## config.mk

```make
export PLATFORM = sky130hd
export DESIGN_NAME = pll_reconfig_sequencer
export DESIGN_NICKNAME = d
export VERILOG_FILES = /design/src/rtl/pll_recfg_pkg.sv /design/src/rtl/pll_recfg_timer.sv /design/src/rtl/pll_reconfig_sequencer.sv
export SDC_FILE = /design/constraint.sdc
export NUM_CORES = 1
export LEC_CHECK = 0
export ABC_AREA = 1
export BUFFER_PORTS_ARGS = -buffer_cell sky130_fd_sc_hd__buf_2
export CAP_MARGIN = 25
export CORE_MARGIN = 5
export CORE_UTILIZATION = 49
export DETAILED_ROUTE_END_ITERATION = 6
export HOLD_SLACK_MARGIN = 0.12
export PLACE_DENSITY = 0.8
export SYNTH_ARGS = -nofsm -noshare
export SYNTH_HDL_FRONTEND = slang
export SYNTH_SLANG_ARGS = --single-unit
```

## constraint.sdc

```tcl
create_clock -name clock -period 1.2 [get_ports clock]
set_input_delay 0 -clock clock [delete_from_list [all_inputs] [get_ports clock]]
set_output_delay 0 -clock clock [all_outputs]
set_load 0.005 [all_outputs]
```

## src/rtl/pll_recfg_pkg.sv

```systemverilog
// Shared definitions for the PLL reconfiguration sequencer: state encoding,
// default parameter values and a small state-classification helper.
`timescale 1ns/1ps
package pll_recfg_pkg;

    localparam int DEF_N_ROM     = 4;
    localparam int DEF_WR_CYCLES = 1;
    localparam int DEF_SKIP_SAME = 0;
    localparam int DEF_TIMEOUT   = 1024;

    typedef enum logic [2:0] {
        IDLE       = 3'd0,
        LOAD       = 3'd1,
        WAIT_LD_HI = 3'd2,
        WAIT_LD_LO = 3'd3,
        RECONFIG   = 3'd4,
        WAIT_RC_HI = 3'd5,
        WAIT_RC_LO = 3'd6,
        ADDR_RST   = 3'd7
    } state_t;

    // True for the four states that sit waiting on the reconfig-core busy flag.
    function automatic logic is_wait_state(input state_t s);
        return (s == WAIT_LD_HI) || (s == WAIT_LD_LO) ||
               (s == WAIT_RC_HI) || (s == WAIT_RC_LO);
    endfunction

endpackage

```

## src/rtl/pll_recfg_timer.sv

```systemverilog
// Watchdog counter for the sequencer's busy-wait states. 'clear' is high on
// the first cycle of a state, so the count restarts on every state entry and
// 'expired' fires during the TIMEOUT-th cycle spent in that state.
`timescale 1ns/1ps
module pll_recfg_timer
    import pll_recfg_pkg::*;
#(
    parameter int TIMEOUT = DEF_TIMEOUT
) (
    input  logic clock,
    input  logic reset,
    input  logic clear,
    input  logic enable,
    output logic expired
);

    localparam int CNT_W = (TIMEOUT > 1) ? $clog2(TIMEOUT) : 1;
    localparam logic [CNT_W-1:0] LIMIT = CNT_W'(TIMEOUT - 1);

    logic [CNT_W-1:0] count;
    logic [CNT_W-1:0] elapsed;

    assign elapsed = clear ? '0 : count;
    assign expired = enable && (elapsed == LIMIT);

    // Count cycles while a wait state is active, restarting on state entry.
    always_ff @(posedge clock) begin
        if (reset) begin
            count <= '0;
        end else if (enable) begin
            count <= elapsed + 1'b1;
        end else begin
            count <= '0;
        end
    end

endmodule

```

## src/rtl/pll_reconfig_sequencer.sv

```systemverilog
// PLL reconfiguration sequencer: selects a configuration ROM, resets its
// address counter, strobes the scan-chain load, waits on the core busy flag,
// fires reconfigure and waits again. Requests arriving mid-sequence are held
// in a one-deep pending slot (last one wins).
// Optional feature macro: PLL_RECFG_TIMEOUT_EN adds a per-wait-state watchdog
// that aborts to IDLE and raises a sticky error flag.
`timescale 1ns/1ps
module pll_reconfig_sequencer
    import pll_recfg_pkg::*;
#(
    parameter int N_ROM     = DEF_N_ROM,
    parameter int WR_CYCLES = DEF_WR_CYCLES,
    parameter int SKIP_SAME = DEF_SKIP_SAME,
    parameter int TIMEOUT   = DEF_TIMEOUT,
    localparam int SEL_W    = $clog2(N_ROM)
) (
    input  logic             clock,
    input  logic             reset,
    input  logic             busy,
    input  logic             req,
    input  logic [SEL_W-1:0] req_rom,
    output logic             req_ack,
    output logic [SEL_W-1:0] mux_sel,
    output logic             rom_addr_rst,
    output logic             write_from_rom,
    output logic             reconfig,
    output logic             done,
    output logic             error,
    output logic [SEL_W-1:0] active_rom,
    output logic [2:0]       current_state
);

    localparam int WR_W = (WR_CYCLES > 1) ? $clog2(WR_CYCLES) : 1;
    localparam logic [WR_W-1:0] WR_LAST = WR_W'(WR_CYCLES - 1);

    state_t           state;
    logic             pend_valid;
    logic [SEL_W-1:0] pend_rom;
    logic [SEL_W-1:0] accept_rom;
    logic             skip_hit;
    logic [WR_W-1:0]  load_cnt;
    logic             tmr_expired;

    assign current_state = state;
    assign accept_rom    = pend_valid ? pend_rom : req_rom;
    assign skip_hit      = (SKIP_SAME != 0) && (accept_rom == active_rom) && !error;

    // Nonsensical parameter sets leave a visible marker in the hierarchy.
    if (N_ROM < 2 || WR_CYCLES < 1 || TIMEOUT < 1) begin : g_bad_params
    end

`ifdef PLL_RECFG_TIMEOUT_EN
    state_t state_d;

    pll_recfg_timer #(
        .TIMEOUT (TIMEOUT)
    ) u_timer (
        .clock   (clock),
        .reset   (reset),
        .clear   (state != state_d),
        .enable  (is_wait_state(state)),
        .expired (tmr_expired)
    );

    // Previous state lets the watchdog see every state entry; error is sticky until the next accept.
    always_ff @(posedge clock) begin
        if (reset) begin
            state_d <= IDLE;
            error   <= 1'b0;
        end else begin
            state_d <= state;
            if (state == IDLE && (pend_valid || req)) begin
                error <= 1'b0;
            end else if (tmr_expired) begin
                error <= 1'b1;
            end
        end
    end
`else
    assign tmr_expired = 1'b0;
    assign error       = 1'b0;
`endif

    // Main sequencer: state, mux select, pending slot and all registered pulses.
    always_ff @(posedge clock) begin
        if (reset) begin
            state          <= IDLE;
            mux_sel        <= '0;
            active_rom     <= '0;
            pend_valid     <= 1'b0;
            pend_rom       <= '0;
            load_cnt       <= '0;
            req_ack        <= 1'b0;
            rom_addr_rst   <= 1'b0;
            write_from_rom <= 1'b0;
            reconfig       <= 1'b0;
            done           <= 1'b0;
        end else begin
            req_ack        <= 1'b0;
            rom_addr_rst   <= 1'b0;
            write_from_rom <= 1'b0;
            reconfig       <= 1'b0;
            done           <= 1'b0;

            if (state != IDLE && req) begin
                pend_valid <= 1'b1;
                pend_rom   <= req_rom;
            end

            case (state)
                IDLE: begin
                    if (pend_valid || req) begin
                        req_ack    <= 1'b1;
                        mux_sel    <= accept_rom;
                        pend_valid <= 1'b0;
                        if (skip_hit) begin
                            done <= 1'b1;
                        end else begin
                            state <= ADDR_RST;
                        end
                    end
                end
                ADDR_RST: begin
                    rom_addr_rst <= 1'b1;
                    load_cnt     <= '0;
                    state        <= LOAD;
                end
                LOAD: begin
                    write_from_rom <= 1'b1;
                    if (load_cnt == WR_LAST) begin
                        state <= WAIT_LD_HI;
                    end else begin
                        load_cnt <= load_cnt + 1'b1;
                    end
                end
                WAIT_LD_HI: if (busy) state <= WAIT_LD_LO;
                WAIT_LD_LO: if (!busy) state <= RECONFIG;
                RECONFIG: begin
                    reconfig <= 1'b1;
                    state    <= WAIT_RC_HI;
                end
                WAIT_RC_HI: if (busy) state <= WAIT_RC_LO;
                WAIT_RC_LO: begin
                    if (!busy) begin
                        done       <= 1'b1;
                        active_rom <= mux_sel;
                        state      <= IDLE;
                    end
                end
                default: state <= IDLE;
            endcase

            if (tmr_expired) begin
                state      <= IDLE;
                done       <= 1'b0;
                active_rom <= active_rom;
            end
        end
    end

endmodule

```

==> impl_metrics.ini <==
[synth]
synth_compound_area_share_pct = 13.3
synth_xor_area_share_pct = 0
synth.cell_area_sq_um = 733
synth-seq-cells = 15
synthCells = 89
yosysSeqAreaShare_pct = 41.0
yosysMostFrequentCell = dfxtp_1
synth.area.top_cells = dfxtp_1 41%, nand3_2 6.8%, a21oi_1 4.8%
synth_fp_nets = 95
ys.flop_type = dfxtp_1
synthArstFlopShare_pct = 0
yosys_warnings = 0
synth.mux.area_fraction_pct = 0
synth_edf_count = 0
yosys.cell_types.count = 25
synth_adder_area_share_pct = 0
synth_top_family_by_area = simple AND/OR/NAND/NOR gates
avgSynthCellArea_sq_um = 8.24
yosys.area_share.simple_pct = 34.1
synth_top_cell_area_share_pct = 41.0
synthTopCellsByCount = 15 x dfxtp_1, 9 x nor2_1, 8 x inv_1, 8 x nand2_1
yosysTopAreaCell = dfxtp_1

[drt]
ant_nets = 0
first_iter_violations = 16
wirelength_um = 1540
viasPerCell = 5.19
post-route-drc-count = 0
num_vias = 695
dr.pass1.iters = 4
wire_per_inst_um = 11.5

[sta]
final_hold_viol_count = 0
post-route-worst-setup-slack_ns = -0.000613
finalCriticalPeriod_ns = 1.20
fmax_mhz = 833
rsz0062_at_grt = true
final_max_slew_viol_count = 0
fin_tns_setup_ns = -0.000613
hold_ws_ns = 0.474
setup_viol = 1
finClkSkew_ns = 0.00576
fin_crit_sh_pct = 100

[cells_and_area]
drive_gt1_share_pct = 41.5
final_area_sq_um = 995
fin_nets = 125
ff_latch_area_sq_um = 305
final_core_util_pct = 68.4
n_fill_cell = 116
syn2layout_area_growth_pct = 35.7
diodes = 0
fin_cells = 134
multi_input_comb_area_sq_um = 395

[clock_tree]
clock_latency_ns = 0.27
cts_sinks = 15
path_clk_slew_ns = 0.08
cts_root_buffer = clkbuf_4
cts_buffers = 3
tritoncts = done
cts_max_level = 1
cts_buffer_depth = 2

[global_routing]
grt_pass1_wl_um = 2650
overflow = 0
grt_max_degree = 12
grt_pass1_vias = 654
track_usage_pct = 13.4
antenna_found_initial = 0

[placed_design]
dp.final_hpwl_um = 1140
place.gp.congestion = 0.866
place_area_sq_um = 847
place_ws_ns = 0.0161
port_buffers = 17
dp.cells = 123

[power]
p_leak_nw = 0.457
power_mw = 2.32
p_per_area_nw_per_um2 = 2330
ir_worst_vdd_v = 0.00112

[critical_path]
rr_startpoint = current_state[0]
rr_worst_depth = 5
crit_arrival_ns = 1.37
cp-startpoint = current_state[0]
startpoint_type = flip-flop
crit_end = mux_sel[1]
cp_max_fo = 5
required_ns = 1.36
reg2reg_to = mux_sel[1]
reg2reg_slack_ns = -0.0006
end_kind = flip-flop
critical_path_class = reg -> reg

[min_path]
hold_path_class = reg -> reg

[floorplan]
dieWidth_um = 48.7
design.core.area_sq_um = 1450
die_y_um = 48.7
die-area_sq_um = 2370
io_pins = 19
start_util_pct = 50.4
rows = 14

[status]
status = finished with violations
violations = setup timing

[job]
max-cap-violations = 0
## layer usage
layer | up-vias | global-route usage (%) | part of all wire [%]
li1 | 356 | - | -
met1 | 313 | 15.5 | 41
met2 | 24 | 22.8 | 53
met3 | 2 | 3.37 | 6.4
met4 | 0 | 5.83 | 0.32
met5 | - | 0 | 0
## cell families after synthesis
kind of cell,Yosys count
DFF,15
buffers and inverters,14
AOI/OAI and AO/OA,18
other,1
and+or+nand+nor,41
## worst max-delay path, cell delays in order, from the launching register on
cell	delay [ns]
dfxtp_4	0.35
buf_6	0.12
nor3_4	0.29
o21ai_4	0.13
o21ai_2	0.15
a21oi_1	0.05
## layout make-up
type	count	area share [%]
well taps	16	2.01
clock buffers	4	2.64
flip-flops and latches	15	30.7
inverters	10	4.03
multi-input cells	60	39.7
repair buffers	29	20.9
## registers in the layout, summed over array words and instances, names as in the netlist
register and count:
current_state 3, pend_rom 2, mux_sel 2, done 1, active_rom 2, write_from_rom 1
req_ack 1, reconfig 1, rom_addr_rst 1, pend_valid 1
## power by group
| group | internal (mW) | switching [mW] | total, mW | leakage, nW |
|---|---|---|---|---|
| logic | 0.584 | 0.735 | 1.32 | 0.318 |
| registers | 0.649 | 0.0800 | 0.729 | 0.124 |
| clock network | 0.129 | 0.141 | 0.270 | 0.0150 |
| total | 1.36 | 0.955 | 2.32 | 0.457 |
## worst min path at each step
stage	endpoint	startpoint	slack (ns)	depth (start not counted)
final	active_rom[1]	mux_sel[1]	0.47	2
after global routing	active_rom[1]	mux_sel[1]	0.51	2
after CTS	active_rom[1]	mux_sel[1]	0.48	2
after detailed placement	req_ack	reset	0.26	2
after global placement	reconfig	reset	0.25	2
after floorplan	reconfig	reset	0.07	1
## timing repair
action | CTS | global route
setup endpoints to repair | 1 | 7
hold buffers | 5 | 0
pin swaps | 0 | 7
buffers inserted | 0 | 2
hold endpoints to repair | 10 | 0
gates resized for setup | 1 | 15
## placed cells by master (no fill, tap or decap), types with 3 or more instances in the layout
master | netlist | routed
buf_2 | 0 | 17
dfxtp_1 | 15 | 13
nor2_1 | 9 | 8
inv_1 | 8 | 8
nand2_1 | 8 | 8
a21oi_1 | 7 | 7
o21ai_0 | 7 | 5
nand3_2 | 5 | 5
dlygate4sd3_1 | 0 | 5
nor2_4 | 1 | 4
nand3_1 | 4 | 4
buf_4 | 1 | 4
nor3_1 | 3 | 3
o21ai_2 | 1 | 3
clkbuf_4 | 0 | 3
(Power assumes the default switching activity.)
